[src/rtl/grf_wb_arbiter.sv]
// GRF write-port arbiter: pipeline writeback has priority, aux results queue in a FIFO
// and drain into idle cycles, with a starvation guard and drain sequence. Trace: WB_TRACE_EN.
module grf_wb_arbiter #(
  parameter int DEPTH      = 4,
  parameter int STARVE_MAX = 8
) (
  input  logic        clk,
  input  logic        rst_n,
  input  logic        p_we,
  input  logic [4:0]  p_addr,
  input  logic [31:0] p_data,
  input  logic [31:0] p_pc,
  output logic        p_stall,
  input  logic        a_valid,
  output logic        a_ready,
  input  logic [4:0]  a_addr,
  input  logic [31:0] a_data,
  input  logic [31:0] a_pc,
  input  logic        drain_req,
  output logic        drain_done,
  input  logic [4:0]  q_addr,
  output logic        q_busy,
  output logic [5:0]  wr_addr,
  output logic [31:0] wr_data,
  output logic [31:0] wr_pc
);

  localparam int AW = $clog2(DEPTH);
  localparam int CW = $clog2(STARVE_MAX) + 1;

  typedef enum logic [1:0] {NORM, FORCE, DRAIN} state_t;

  state_t         state, state_nx;
  logic [4:0]     f_addr [DEPTH];
  logic [31:0]    f_data [DEPTH];
  logic [31:0]    f_pc   [DEPTH];
  logic [AW-1:0]  rptr, wptr, idx;
  logic [AW:0]    count;
  logic [CW-1:0]  starve;
  logic           alive;
  logic           empty, full, push, pop, gnt_p;
  logic [5:0]     g_addr;
  logic [31:0]    g_data, g_pc;

  assign empty      = (count == '0);
  assign full       = (count == (AW+1)'(DEPTH));
  // alive holds a_ready/drain_done low until the first edge after reset release
  assign a_ready    = alive && !full && (state != DRAIN);
  assign drain_done = alive && (state == NORM) && empty;
  assign push       = a_valid && a_ready && (a_addr != '0);

  always_comb begin
    state_nx = state;
    pop      = 1'b0;
    gnt_p    = 1'b0;
    p_stall  = 1'b0;
    case (state)
      NORM: begin
        if (p_we && p_addr != '0) gnt_p = 1'b1;
        else if (!empty)          pop   = 1'b1;
        if (drain_req && !empty)
          state_nx = DRAIN;
        else if (starve == CW'(STARVE_MAX - 1) && !empty && !pop)
          state_nx = FORCE;
      end
      FORCE: begin
        p_stall  = 1'b1;
        pop      = !empty;
        state_nx = NORM;
      end
      DRAIN: begin
        p_stall = 1'b1;
        pop     = !empty;
        if (count <= (AW+1)'(1)) state_nx = NORM;
      end
      default: state_nx = NORM;
    endcase
  end

  always_comb begin
    g_addr = '0;
    g_data = '0;
    g_pc   = '0;
    if (pop) begin
      g_addr = {1'b0, f_addr[rptr]};
      g_data = f_data[rptr];
      g_pc   = f_pc[rptr];
    end else if (gnt_p) begin
      g_addr = {1'b0, p_addr};
      g_data = p_data;
      g_pc   = p_pc;
    end
  end

  always_comb begin
    q_busy = 1'b0;
    idx    = '0;
    for (int unsigned k = 0; k < DEPTH; k++) begin
      idx = rptr + AW'(k);
      if ((AW+1)'(k) < count && f_addr[idx] == q_addr && q_addr != '0)
        q_busy = 1'b1;
    end
  end

  always_ff @(posedge clk or negedge rst_n) begin
    if (!rst_n) begin
      state   <= NORM;
      rptr    <= '0;
      wptr    <= '0;
      count   <= '0;
      starve  <= '0;
      alive   <= 1'b0;
      wr_addr <= '0;
      wr_data <= '0;
      wr_pc   <= '0;
    end else begin
      state   <= state_nx;
      alive   <= 1'b1;
      if (push) wptr <= wptr + AW'(1);
      if (pop)  rptr <= rptr + AW'(1);
      count   <= count + (AW+1)'(push) - (AW+1)'(pop);
      starve  <= (!empty && !pop) ? starve + CW'(1) : '0;
      wr_addr <= g_addr;
      wr_data <= g_data;
      wr_pc   <= g_pc;
`ifdef WB_TRACE_EN
      if (g_addr != '0) $display("@%h: $%0d <= %h", g_pc, g_addr, g_data);
`endif
    end
  end

  always_ff @(posedge clk) begin
    if (push) begin
      f_addr[wptr] <= a_addr;
      f_data[wptr] <= a_data;
      f_pc[wptr]   <= a_pc;
    end
  end

endmodule

[config.mk]
export PLATFORM = sky130hd
export DESIGN_NAME = grf_wb_arbiter
export DESIGN_NICKNAME = d
export VERILOG_FILES = /design/src/rtl/grf_wb_arbiter.sv
export SDC_FILE = /design/constraint.sdc
export NUM_CORES = 1
export LEC_CHECK = 0
export CORE_UTILIZATION = 45
export DETAILED_ROUTE_END_ITERATION = 8
export GPL_TIMING_DRIVEN = 0
export PLACE_DENSITY = 0.69
export SKIP_CTS_REPAIR_TIMING = 1
export SLEW_MARGIN = 0
export SYNTH_ARGS = -nofsm -noshare
export SYNTH_HDL_FRONTEND = slang
export SYNTH_SLANG_ARGS = --single-unit
export TNS_END_PERCENT = 5
[constraint.sdc]
create_clock -name clk -period 4.1 [get_ports clk]
set_clock_uncertainty 0.15 [all_clocks]
set_input_delay 0.82 -clock clk [delete_from_list [all_inputs] [get_ports clk]]
set_output_delay 0.82 -clock clk [all_outputs]
set_load 0.005 [all_outputs]
After elaboration in Yosys (flattened, before gate mapping). Memory sizes are Yosys's and may differ from the RTL's. Index checks and enable logic that the tools add are counted.

$add $sub $neg: 7. $lt $le $gt $ge: 5. Eq/ne operators: 11. Multiplexer cells: 24. Reduce and logical (&&, ||, !) cells: 30.

Operators with widths (number): 32-bit two-way mux (4); 5-bit == test (4); 1-bit logical AND (19); 5-bit nonzero test (3); 1-bit two-way mux (12); 5-bit two-way mux (2); 1-bit by 3-bit less-than comparator with 1-bit output (first input constant) (2); 2-bit by 3-bit less-than comparator with 1-bit output (first input constant) (2); 2-bit two-way mux (3); 2-bit by 1-bit adder with 2-bit output (second input constant) (2); 2-bit adder (second input constant) (2); 4-bit by 1-bit adder with 4-bit output (second input constant) (1); 4-bit by 3-bit == test with 1-bit output (second input constant) (1); 1-bit logical NOT (4); 4-bit two-way mux (1); 2-bit != test (second input constant) (2); 2-bit one-hot mux with 2 select lines (1); 3-bit by 1-bit adder with 3-bit output (1); 3-bit == test (second input constant) (1); 3-bit by 1-bit less-or-equal comparator with 1-bit output (second input constant) (1); 3-bit logical NOT (1); 3-bit by 1-bit != test with 1-bit output (second input constant) (1); 3-bit by 1-bit subtractor with 3-bit output (1); 2-bit by 1-bit == test with 1-bit output (second input constant) (1); 5 further kinds (5).

Register bits: 84. RAM bits: 276. Input bits: 148. Output and inout bits: 74. Word-level logic and storage cells: 89. Memories: 3.

Memories: f_data (depth 4, bits a word 32, read ports 1, clocked after Yosys merged registers in 0, wr ports 1, line 35) `logic [31:0] f_data [DEPTH];`; f_pc (depth 4, bits a word 32, read ports 1, clocked after Yosys merged registers in 0, wr ports 1, line 36) `logic [31:0] f_pc [DEPTH];`; f_addr (depth 4, bits a word 5, read ports 4, clocked after Yosys merged registers in 0, wr ports 1, line 34) `logic [4:0] f_addr [DEPTH];`.

Depth between registers and ports, before layout.
Depth after elaboration: 9. Mapped depth: 12. Mapped depth without buffers: 10.

Least setup slack after synthesis. OpenSTA, ideal clock, no wires.

Path type: register -> register. From: reg state[0]. To: mem f_addr[0][0], enable pin. Setup time: 435 ps. Arrival time: 2897 ps. Data required time: 3515 ps. Path slack: 618 ps. Stages on the path, launching flop included: 6. Path buffers: 0. Period minus slack after synthesis: 3482 ps. Cells stage by stage: dfrtp_1 inv_1 ha_1 a311oi_1 o311a_1 and2_1.

Cells in the longest elaborated chain, start to end: 6.

RTL lines: start, declared (line 33) `state_t state, state_nx;`; start signal, assigned (line 117) `state <= state_nx;`; 2-bit != test (line 48) `assign a_ready = alive && !full && (state != DRAIN);`; 1-bit logical AND (line 48); via a_ready (line 15) `output logic a_ready,`; 1-bit logical AND (2 in a row) (line 50) `assign push = a_valid && a_ready && (a_addr != '0);`; 1-bit two-way mux (line 133) `if (push) begin`; 1-bit two-way mux (implied by the code) (line 134) `f_addr[wptr] <= a_addr;`; end, declared (line 34).

The timed path passes the listed nets, and every way through them passes these cells.

Worst setup path in the final report.
From: in p_addr[1]. To: reg count[1].

Cells in the longest elaborated chain, start to end: 6.

RTL lines: start, declared (line 10) `input logic [4:0] p_addr,`; 5-bit nonzero test (line 59) `if (p_we && p_addr != '0) gnt_p = 1'b1;`; 1-bit logical AND (line 59); 1-bit two-way mux (line 59); 1-bit two-way mux (line 57) `case (state)`; 1-bit one-hot mux with 2 select lines (line 57); 3-bit by 1-bit subtractor with 3-bit output (line 121) `count <= count + (AW+1)'(push) - (AW+1)'(pop);`; end signal, assigned (line 121); end, declared (line 38) `logic [AW:0] count;`.

Every way passes these cells. The select of a mux whose other input is x is not followed. A chain may end at the register's enable or synchronous reset.

==> flow_metrics.env <==
export IMPL_vdd_ir_drop_max_uv=414
export IMPL_first_pass_iters=4
export IMPL_syn_area_per_cell_um2=18.3
export IMPL_design_area_mm2=0.0186
export IMPL_drc=0
export IMPL_cts_max_path_buffers=3
export IMPL_layout_commonest_cell="edfxtp_1"
export IMPL_grt_max_degree=51
export IMPL_syn_nets=946
export IMPL_track_usage_pct=18.2
export IMPL_port_buffers=215
export IMPL_cp_cell_sequence="clkdlybuf4s50_1 > or4_1 > o21ai_2 > a21oi_1 > or3_1 > buf_2 > buf_2 > inv_1 > ha_1 > inv_1 > ha_1 > fa_1"
export IMPL_core_area_mm2=0.0315
export IMPL_multi_input_area_mm2=0.00357
export IMPL_totalWireLength_mm=29.0
export IMPL_drt_iter0_markers=475
export IMPL_area_delta_synth_final_pct=29.5
export IMPL_post_route_period_util_pct=88.7
export IMPL_finalHoldViolCount=0
export IMPL_fmax_mhz=275
export IMPL_place_gp_congestion=0.736
export IMPL_worst_pin_slew_ps=674
export IMPL_clk_pin_slew_ps=60
export IMPL_setup_viol=0
export IMPL_layout_nets=1215
export IMPL_cellLeakagePower_nw=6.99
export IMPL_critPathArrivalTime_ps=3880
export IMPL_grt_ovfl_total=0
export IMPL_htreeDepth=2
export IMPL_die_area_mm2=0.0327
export IMPL_final_seq_area_mm2=0.0104
export IMPL_r2r_cells=12
export IMPL_root_buffer="clkbuf_16"
export IMPL_fp_dieH_um=181
export IMPL_viasPerCell=5.13
export IMPL_min_period_ps=3640
export IMPL_clkLatencyLatePin_ps=520
export IMPL_cpMaxStageDelayCell="or4_1"
export IMPL_fin_util_pct=59.2
export IMPL_ant_nets=0
export IMPL_grt_pass1_wl_mm=45.6
export IMPL_drv_slew=0
export IMPL_path_class="input pin to flop"
export IMPL_layout_drive_gt1_share_pct=18.2
export IMPL_yosysWarnings=0
export IMPL_hpwl_mm=18.5
export IMPL_num_io_pins=222
export IMPL_die_w_um=181
export IMPL_vias=7636
export IMPL_ys_ff_latch=359
export IMPL_power_density_mw_per_mm2=664
export IMPL_antenna_found_initial=4
export IMPL_cts_tree="built"
export IMPL_rsz0062_at_grt="no"
export IMPL_layout_common_cells="edfxtp_1, clkdlybuf4s50_1, mux4_2, dfrtp_1, inv_1"
export IMPL_slew_headroom_pct=55.1
export IMPL_nFillCells=2387
export IMPL_initial_core_util_pct=45.7
export IMPL_status="finished, final reports clean"
export IMPL_num_rows=65
export IMPL_endpoint_kind="flop"
export IMPL_crit_required_ps=4350
export IMPL_cts_sinks=359
export IMPL_ys_seq_area_share_pct=72.0
export IMPL_hold_path_class="input pin to asynchronous set/reset pin"
export IMPL_synth_cell_types=39
export IMPL_grt_pass1_vias=8231
export IMPL_critPathMaxFanout=10
export IMPL_place_area_mm2=0.0172
export IMPL_netlist_area_mm2=0.0144
export IMPL_wl_per_cell_um=19.5
export IMPL_synth_cells=785
export IMPL_maxCapViolCount=0
export IMPL_slowest_delay_ps=550
export IMPL_fin_setup_tns_ps=0
export IMPL_numCtsBuffers=39
export IMPL_cp_start_kind="input pin"
kinds of logic after synthesis:
| group | share of synthesized area (%) |
|---|---|
| AND/OR/NAND/NOR | 3.08 |
| flip-flops | 72.0 |
| adder cells (fa/ha/maj) | 1.18 |
| buffers and inverters | 3.35 |
| other | 0.0522 |
| AO/OA/AOI/OAI | 0.661 |
| XOR/XNOR | 1.58 |
| multiplexers | 18.1 |
per-layer routing:
layer  up-vias  track usage [%]  part of all wire, %
li1       3504                -                    -
met1      3887             24.4                   43
met2       204             29.9                   49
met3        41             4.31                  5.7
met4         0             4.85                  2.0
met5         -                0                    0
flip-flops by register name, indices dropped and copies added (netlist names), 2 cells and up:
register	count
wr_pc	32
count	3
f_pc	128
rptr	2
f_data	128
wr_addr	5
wptr	2
state	2
wr_data	32
f_addr	20
starve	4
power by group:
part / total (mW) / leakage, nW / internal (mW) / switching, mW
registers: 4.71 / 3.53 / 4.53 / 0.177
clock network: 3.52 / 0.639 / 2.14 / 1.38
logic: 4.14 / 2.82 / 2.25 / 1.89
worst max-delay path, delay by kind of cell:
kind	cells	cell delay (ps)
and+or+nand+nor	2	860
AOI/OAI and AO/OA	2	350
buffers and inverters	5	1080
adders and majority gates	3	770
through the flow:
step	power [mW]	setup slack (ps)	std cells	hold WS [ps]
6_report	12.4	465	1489	130
5_1_grt	13.0	249	1488	160
4_1_cts	12.4	-226	1480	138
3_5_place_dp	8.89	-84.0	1408	308
3_3_place_gp	8.83	-1540	1402	298
2_1_floorplan	7.31	618	785	283
cell usage after synthesis:
library cell	number	area share, %
o311a_1	1	0.070
buf_6	1	0.078
clkbuf_1	11	0.29
a21oi_1	5	0.17
ha_1	12	1.0
mux2i_1	64	4.5
nor4_1	4	0.17
o22ai_1	1	0.043
nand2_1	67	1.7
nor4b_1	1	0.061
edfxtp_1	276	58
o21a_1	1	0.052
mux2_4	4	0.42
mux2_2	1	0.078
or3_1	2	0.087
nand3_1	2	0.070
or4_1	2	0.10
nor3_1	2	0.070
o21ai_0	2	0.070
and2_1	4	0.17
dfrtp_1	83	14
a32oi_1	1	0.061
inv_1	78	2.0
xor2_1	16	0.97
and3_1	5	0.22
xnor2_1	10	0.61
buf_4	1	0.052
buf_2	25	0.87
nor2_1	9	0.23
buf_1	1	0.026
o21ai_2	1	0.061
conb_1	2	0.052
fa_1	1	0.14
a311oi_1	1	0.061
mux4_2	84	13
nand4_1	1	0.043
o2bb2a_1	1	0.070
nor2b_1	1	0.043
nand3b_1	1	0.052
worst paths after layout:
kind | end | start | slack, ps
max | count[1] | p_addr[1] | 460
min | wr_pc[6] | rst_n | 130
max reg2reg | count[2] | state[0] | 960
min reg2reg | starve[0] | starve[0] | 310
max in group asynchronous | wr_data[9] | rst_n | 3000
min in group clk | starve[0] | starve[0] | 310
area by class of cell:
| type | count | area share [%] |
|---|---|---|
| sequential | 359 | 55.6 |
| antenna | 2 | 0.0268 |
| inverter | 78 | 1.57 |
| clock inverter | 19 | 1.17 |
| buffer | 39 | 1.18 |
| clock buffer | 53 | 5.90 |
| tap | 402 | 2.70 |
| timing repair buffer | 228 | 12.7 |
| multi-input combinational | 309 | 19.2 |
Note: power is estimated with default switching activity, not from simulation.
